File: config.mk
export PLATFORM = sky130hd
export DESIGN_NAME = mem_arbiter
export DESIGN_NICKNAME = d
export VERILOG_FILES = /design/src/rtl/mem_arb_pkg.sv /design/src/rtl/mem_arb_sel.sv /design/src/rtl/mem_arbiter.sv
export SDC_FILE = /design/constraint.sdc
export NUM_CORES = 1
export LEC_CHECK = 0
export ABC_AREA = 1
export CAP_MARGIN = 10
export CORE_MARGIN = 2
export CORE_UTILIZATION = 40
export DETAILED_ROUTE_END_ITERATION = 8
export PLACE_DENSITY = 0.95
export SETUP_SLACK_MARGIN = 0.15
export SLEW_MARGIN = 15
export SYNTH_ARGS = -nofsm -noshare
export SYNTH_HDL_FRONTEND = slang
export SYNTH_SLANG_ARGS = --single-unit
File: constraint.sdc
create_clock -name clk -period 2.3 [get_ports clk]
set_input_delay 0.345 -clock clk [delete_from_list [all_inputs] [get_ports clk]]
set_output_delay 0.345 -clock clk [all_outputs]
set_load 0.005 [all_outputs]
File: src/rtl/mem_arb_pkg.sv
// Shared types and default widths for the two-port memory arbiter.
// The MEM_ARB_RR_EN build switch is consumed by mem_arb_sel and mem_arbiter.
package mem_arb_pkg;

    localparam int unsigned ISA_WIDTH      = 32;
    localparam int unsigned MEM_MASK_WIDTH = 4;

    typedef enum logic [1:0] {
        StIdle = 2'd0,
        StReq  = 2'd1,
        StWait = 2'd2
    } arb_state_e;

    typedef enum logic {
        OWN_IF  = 1'b0,
        OWN_LSU = 1'b1
    } owner_e;

    function automatic owner_e other_owner(input owner_e o);
        return (o == OWN_IF) ? OWN_LSU : OWN_IF;
    endfunction

endpackage

File: src/rtl/mem_arb_sel.sv
// Winner selection between the fetch and LSU requesters.
// MEM_ARB_RR_EN: ties alternate; otherwise the LSU always wins a tie.
module mem_arb_sel
    import mem_arb_pkg::*;
(
    input  logic if_valid_i,
    input  logic lsu_valid_i,
`ifdef MEM_ARB_RR_EN
    input  logic last_grant_i,
`endif
    output logic grant_o,
    output logic winner_o
);

    always_comb begin
        grant_o  = if_valid_i | lsu_valid_i;
        winner_o = OWN_IF;
        if (if_valid_i && lsu_valid_i) begin
`ifdef MEM_ARB_RR_EN
            // Whoever did not win the previous grant takes the tie.
            winner_o = other_owner(owner_e'(last_grant_i));
`else
            winner_o = OWN_LSU;
`endif
        end else if (lsu_valid_i) begin
            winner_o = OWN_LSU;
        end
    end

endmodule

File: src/rtl/mem_arbiter.sv
// Arbitrates fetch and LSU requests onto one memory port, one transaction at a time.
// Define MEM_ARB_RR_EN for round-robin tie resolution (default: LSU-priority).
module mem_arbiter
    import mem_arb_pkg::*;
#(
    parameter int unsigned ADDR_W = ISA_WIDTH,
    parameter int unsigned MASK_W = MEM_MASK_WIDTH
) (
    input  logic              clk,
    input  logic              rst_n,

    input  logic              if_req_valid,
    output logic              if_req_ready,
    input  logic [ADDR_W-1:0] if_addr,
    output logic              if_rsp_valid,
    output logic [ADDR_W-1:0] if_rdata,

    input  logic              lsu_req_valid,
    output logic              lsu_req_ready,
    input  logic [ADDR_W-1:0] lsu_addr,
    input  logic [ADDR_W-1:0] lsu_wdata,
    input  logic [MASK_W-1:0] lsu_mask,
    input  logic              lsu_wen,
    output logic              lsu_rsp_valid,
    output logic [ADDR_W-1:0] lsu_rdata,

    output logic              mem_req_valid,
    input  logic              mem_req_ready,
    output logic [ADDR_W-1:0] mem_addr,
    output logic [ADDR_W-1:0] mem_wdata,
    output logic [MASK_W-1:0] mem_mask,
    output logic              mem_wen,
    input  logic              mem_rsp_valid,
    input  logic [ADDR_W-1:0] mem_rdata
);

    arb_state_e        state_q, state_d;
    logic [ADDR_W-1:0] addr_q, addr_d;
    logic [ADDR_W-1:0] wdata_q, wdata_d;
    logic [MASK_W-1:0] mask_q, mask_d;
    logic              wen_q, wen_d;
    owner_e            owner_q, owner_d;

    logic grant;
    logic winner;
    logic accept;
    logic rsp;
    logic in_req;

`ifdef MEM_ARB_RR_EN
    owner_e last_q, last_d;
`endif

    mem_arb_sel u_sel (
        .if_valid_i   (if_req_valid),
        .lsu_valid_i  (lsu_req_valid),
`ifdef MEM_ARB_RR_EN
        .last_grant_i (last_q),
`endif
        .grant_o      (grant),
        .winner_o     (winner)
    );

    always_comb begin
        state_d = state_q;
        addr_d  = addr_q;
        wdata_d = wdata_q;
        mask_d  = mask_q;
        wen_d   = wen_q;
        owner_d = owner_q;
        accept  = 1'b0;
        rsp     = 1'b0;
        unique case (state_q)
            StIdle: begin
                if (grant) begin
                    accept  = 1'b1;
                    owner_d = owner_e'(winner);
                    state_d = StReq;
                    if (owner_e'(winner) == OWN_LSU) begin
                        addr_d  = lsu_addr;
                        wdata_d = lsu_wdata;
                        mask_d  = lsu_mask;
                        wen_d   = lsu_wen;
                    end else begin
                        addr_d  = if_addr;
                        wdata_d = '0;
                        mask_d  = '1;
                        wen_d   = 1'b0;
                    end
                end
            end
            StReq: begin
                if (mem_req_ready) state_d = StWait;
            end
            StWait: begin
                // Responses arriving in any other state are stray and dropped.
                if (mem_rsp_valid) begin
                    rsp     = 1'b1;
                    state_d = StIdle;
                end
            end
            default: state_d = StIdle;
        endcase
    end

`ifdef MEM_ARB_RR_EN
    always_comb begin
        last_d = last_q;
        if (accept) last_d = owner_d;
    end
`endif

    always_ff @(posedge clk or negedge rst_n) begin
        if (!rst_n) begin
            state_q <= StIdle;
            addr_q  <= '0;
            wdata_q <= '0;
            mask_q  <= '0;
            wen_q   <= 1'b0;
            owner_q <= OWN_IF;
        end else begin
            state_q <= state_d;
            addr_q  <= addr_d;
            wdata_q <= wdata_d;
            mask_q  <= mask_d;
            wen_q   <= wen_d;
            owner_q <= owner_d;
        end
    end

`ifdef MEM_ARB_RR_EN
    // Reset as if fetch won last, so the first tie goes to the LSU.
    always_ff @(posedge clk or negedge rst_n) begin
        if (!rst_n) last_q <= OWN_IF;
        else        last_q <= last_d;
    end
`endif

    assign in_req = (state_q == StReq);

    // Ready is gated by reset so every output reads zero while rst_n is low.
    assign if_req_ready  = rst_n & accept & (owner_d == OWN_IF);
    assign lsu_req_ready = rst_n & accept & (owner_d == OWN_LSU);

    assign mem_req_valid = in_req;
    assign mem_addr      = in_req ? addr_q  : '0;
    assign mem_wdata     = in_req ? wdata_q : '0;
    assign mem_mask      = in_req ? mask_q  : '0;
    assign mem_wen       = in_req & wen_q;

    assign if_rsp_valid  = rsp & (owner_q == OWN_IF);
    assign lsu_rsp_valid = rsp & (owner_q == OWN_LSU);
    assign if_rdata      = (if_rsp_valid && !wen_q)  ? mem_rdata : '0;
    assign lsu_rdata     = (lsu_rsp_valid && !wen_q) ? mem_rdata : '0;

endmodule
==> impl_results.md <==
* Status: completed
* Crit end category: primary output
* Vias per inst at 4.72
* Seq pwr share at 0.327
* Setup TNS at 0 ns
* Gr ovfl total at 0
* Hold-fix buffers, CTS at 0
* Final setup violation count at 0
* Sw frac at 0.406
* Adder-Cell Fraction of Synth Area at 0
* Register bit total from synthesis at 72
* Vias post-DR at roughly 5,000
* Post-synthesis sequential area ratio at 0.425
* Most common cell after layout, fill and taps aside: nand2_1
* Switch Pwr at roughly 2.7 mW
* Routed WL at about 16,000 um
* CTS clk-pin slew, worst paths at ~0.080 ns
* Startpoint Class: flop
* Layout Nets at around 1,100
* Largest net degree at the start of global routing at 73
* Critical path type: reg2out
* Worst-path fanout max at 19
* Share of cells above drive strength 1 at 0.0444
* Netlist cell types at 17
* First-pass GRT wire length at roughly 22,000 um
* Power Density at 860 nW/um2
* Core Area at between 10,000 and 15,000 um2
* Number of port buffers at 276
* Synth Area in Simple Gates at 0.420
* Vias in the first global route at between 4,000 and 5,000
* Initial Utilization at 0.410
* Unrepaired setup endpoints after global routing: true
* Buffer depth of the longest clock path at 2
* Std-Cell Rows at 37
* Remaining antenna violation count after routing at 0
* CTS root buf: clkbuf_8
* Tmin final at ~2.1 ns
* Leak at just under 6 nW
* Multi-input gate area at between 1500 and 2000 um2
* Maximum vdd ir drop at ~420 uV
* Compound-gate portion of the synthesized area at 0.00768
* Relative slew slack at 0.397
* Area Growth Syn to Fin at 81.2%
* Post-Syn Instances at 678
* Combinational fraction of design power at 0.540
* Worst skew pair latency at roughly 0.33 ns
* Layout Cells excl Fill at 1,083
* Avg Cell Area, Syn at 6.25 um2
* Final HPWL DP at 10,700 um
* GRT Util Overall at 0.245
* Drt pass-1 iters at 5
* Max-slew violations at 0
* Die ar. at 11,400 um2
* Sink Count at 72
* Cts bufs inserted at 9
* XOR/XNOR Fraction of Synth Area at 0
* Syn. warnings at 0
* Remaining DRCs at 0
* Dpl cells at roughly 1,100
* Final hold viol count at 0
* P_int at approximately 3.9 mW
* Avg WL per Cell at about 15 um
* Synthesized Nets at slightly above 800
* CTS tree: done
* Final Core Density at 0.744
* Clock power share at 0.133
* Die width at ~110 um
* Num ports at 277
* Hold Slack at around 0.26 ns
* CP arrival at between 1.5 and 2 ns
* Tcrit/Tclk final at 0.907
* Min-delay worst type: in2async
* Fillers at 740
* DR iter-0 viols at about 380
* Leading cell types in the layout, fill and taps excluded: nand2_1, clkdlybuf4s50_1, dlymetal6s2s_1
* Antenna cell count at 0
* Max Clk Rate at between 0.4 and 0.5 GHz
* RePlAce Congestion at around 0.78
* Clk_skew at around 0.01 ns
* WP data required at roughly 2 ns
* Initial antenna violation count at 0
* H-tree depth at 3
* MaxCap Viol Count at 0
* Post-synthesis mux area share at 0
* Sequential cell area at 1800 um2
* Worst-Margin Slew at 0.904 ns
* Die height at approximately 110 um
* Main combinational cell family by area after synthesis: simple AND/OR/NAND/NOR gates
* Mapped cell area at between 4000 and 5000 um2
==> cells in the mapped netlist <==
cell type  count  area, um2
nand2_1      270       1010
nor2_1       108        405
inv_1        107        402
dfrtp_1       72       1800
nand3_1       33        165
nor3_1        33        165
buf_2         19       95.1
clkbuf_1      14       52.6
buf_4          6       45.0
o21ai_0        5       25.0
inv_2          3       11.3
buf_1          2       7.51
nand4_1        2       12.5
buf_6          1       11.3
nand2_2        1       6.26
nor2_4         1       11.3
o31ai_1        1       7.51
==> final timing paths <==
check	cells past startpoint	slack, ns	end	start
worst max register to register	6	0.73	addr_q[10]$_DFFE_PN0P_	state_q[0]$_DFFE_PN0P_
max in group asynchronous	2	1.42	state_q[0]$_DFFE_PN0P_	rst_n
worst max-delay path	5	0.21	mem_addr[13]	state_q[1]$_DFFE_PN0P_
min in group clk	3	0.28	owner_q$_DFF_PN0_	lsu_req_valid
worst min register to register	2	0.48	wdata_q[0]$_DFFE_PN0P_	wdata_q[0]$_DFFE_PN0P_
worst min-delay path	2	0.26	wdata_q[3]$_DFFE_PN0P_	rst_n
==> worst max-delay path, stage by stage, from the launching register on <==
cell             delay, ns
dfrtp_1               0.41
inv_2                 0.11
nand2_4               0.09
buf_12                0.16
nor2_1                0.09
clkdlybuf4s50_1       0.52
==> sequential cells by signal (all words and copies together), names as in the netlist <==
signal / cells
wdata_q: 32
state_q: 2
wen_q: 1
mask_q: 4
addr_q: 32
owner_q: 1
==> metrics by stage <==
stage	instance area (um2)	worst slack (ns)	power, mW
floorplan	4240	0.941	3.93
global placement	7100	0.0556	5.58
detailed placement	7100	0.00331	5.70
CTS	7270	0.0203	6.61
global route	7680	0.107	7.16
finish	7680	0.214	6.60
==> kinds of logic after synthesis <==
group,Yosys count
buffers and inverters,152
DFF,72
and+or+nand+nor,448
AOI/OAI and AO/OA,6
==> area by class of cell <==
type                    count  area share
inverters                 110      0.0538
clock inverters             3     0.00228
clock buffers              13      0.0194
flip-flops and latches     72       0.235
repair buffers            295       0.430
well taps                 136      0.0222
multi-input cells         454       0.237
==> power groups by stage <==
stage / Clock, mW / Combinational (mW) / Sequential [mW]
4_1_cts: 0.897 / 3.55 / 2.16
3_3_place_gp: 0 / 3.44 / 2.14
3_5_place_dp: 0 / 3.52 / 2.18
6_report: 0.875 / 3.57 / 2.16
2_1_floorplan: 0 / 1.85 / 2.09
5_1_grt: 0.963 / 3.97 / 2.23
==> layer usage <==
layer | vias to the layer above | track usage | wire length, um
li1 | 2498 | - | -
met1 | 2309 | 0.276 | 5630
met2 | 267 | 0.439 | 8120
met3 | 43 | 0.0742 | 1450
met4 | 0 | 0.0863 | 565
met5 | - | 0 | 0
==> repair_timing <==
item | in CTS | in global routing
cloned | 0 | 3
pin swaps | 1 | 0
endpoints found under the hold margin | 0 | 0
buffers inserted | 1 | 2
gates resized for setup | 3 | 124
setup endpoints to repair | 71 | 114
No activity file was read; power rests on OpenSTA's default activity.
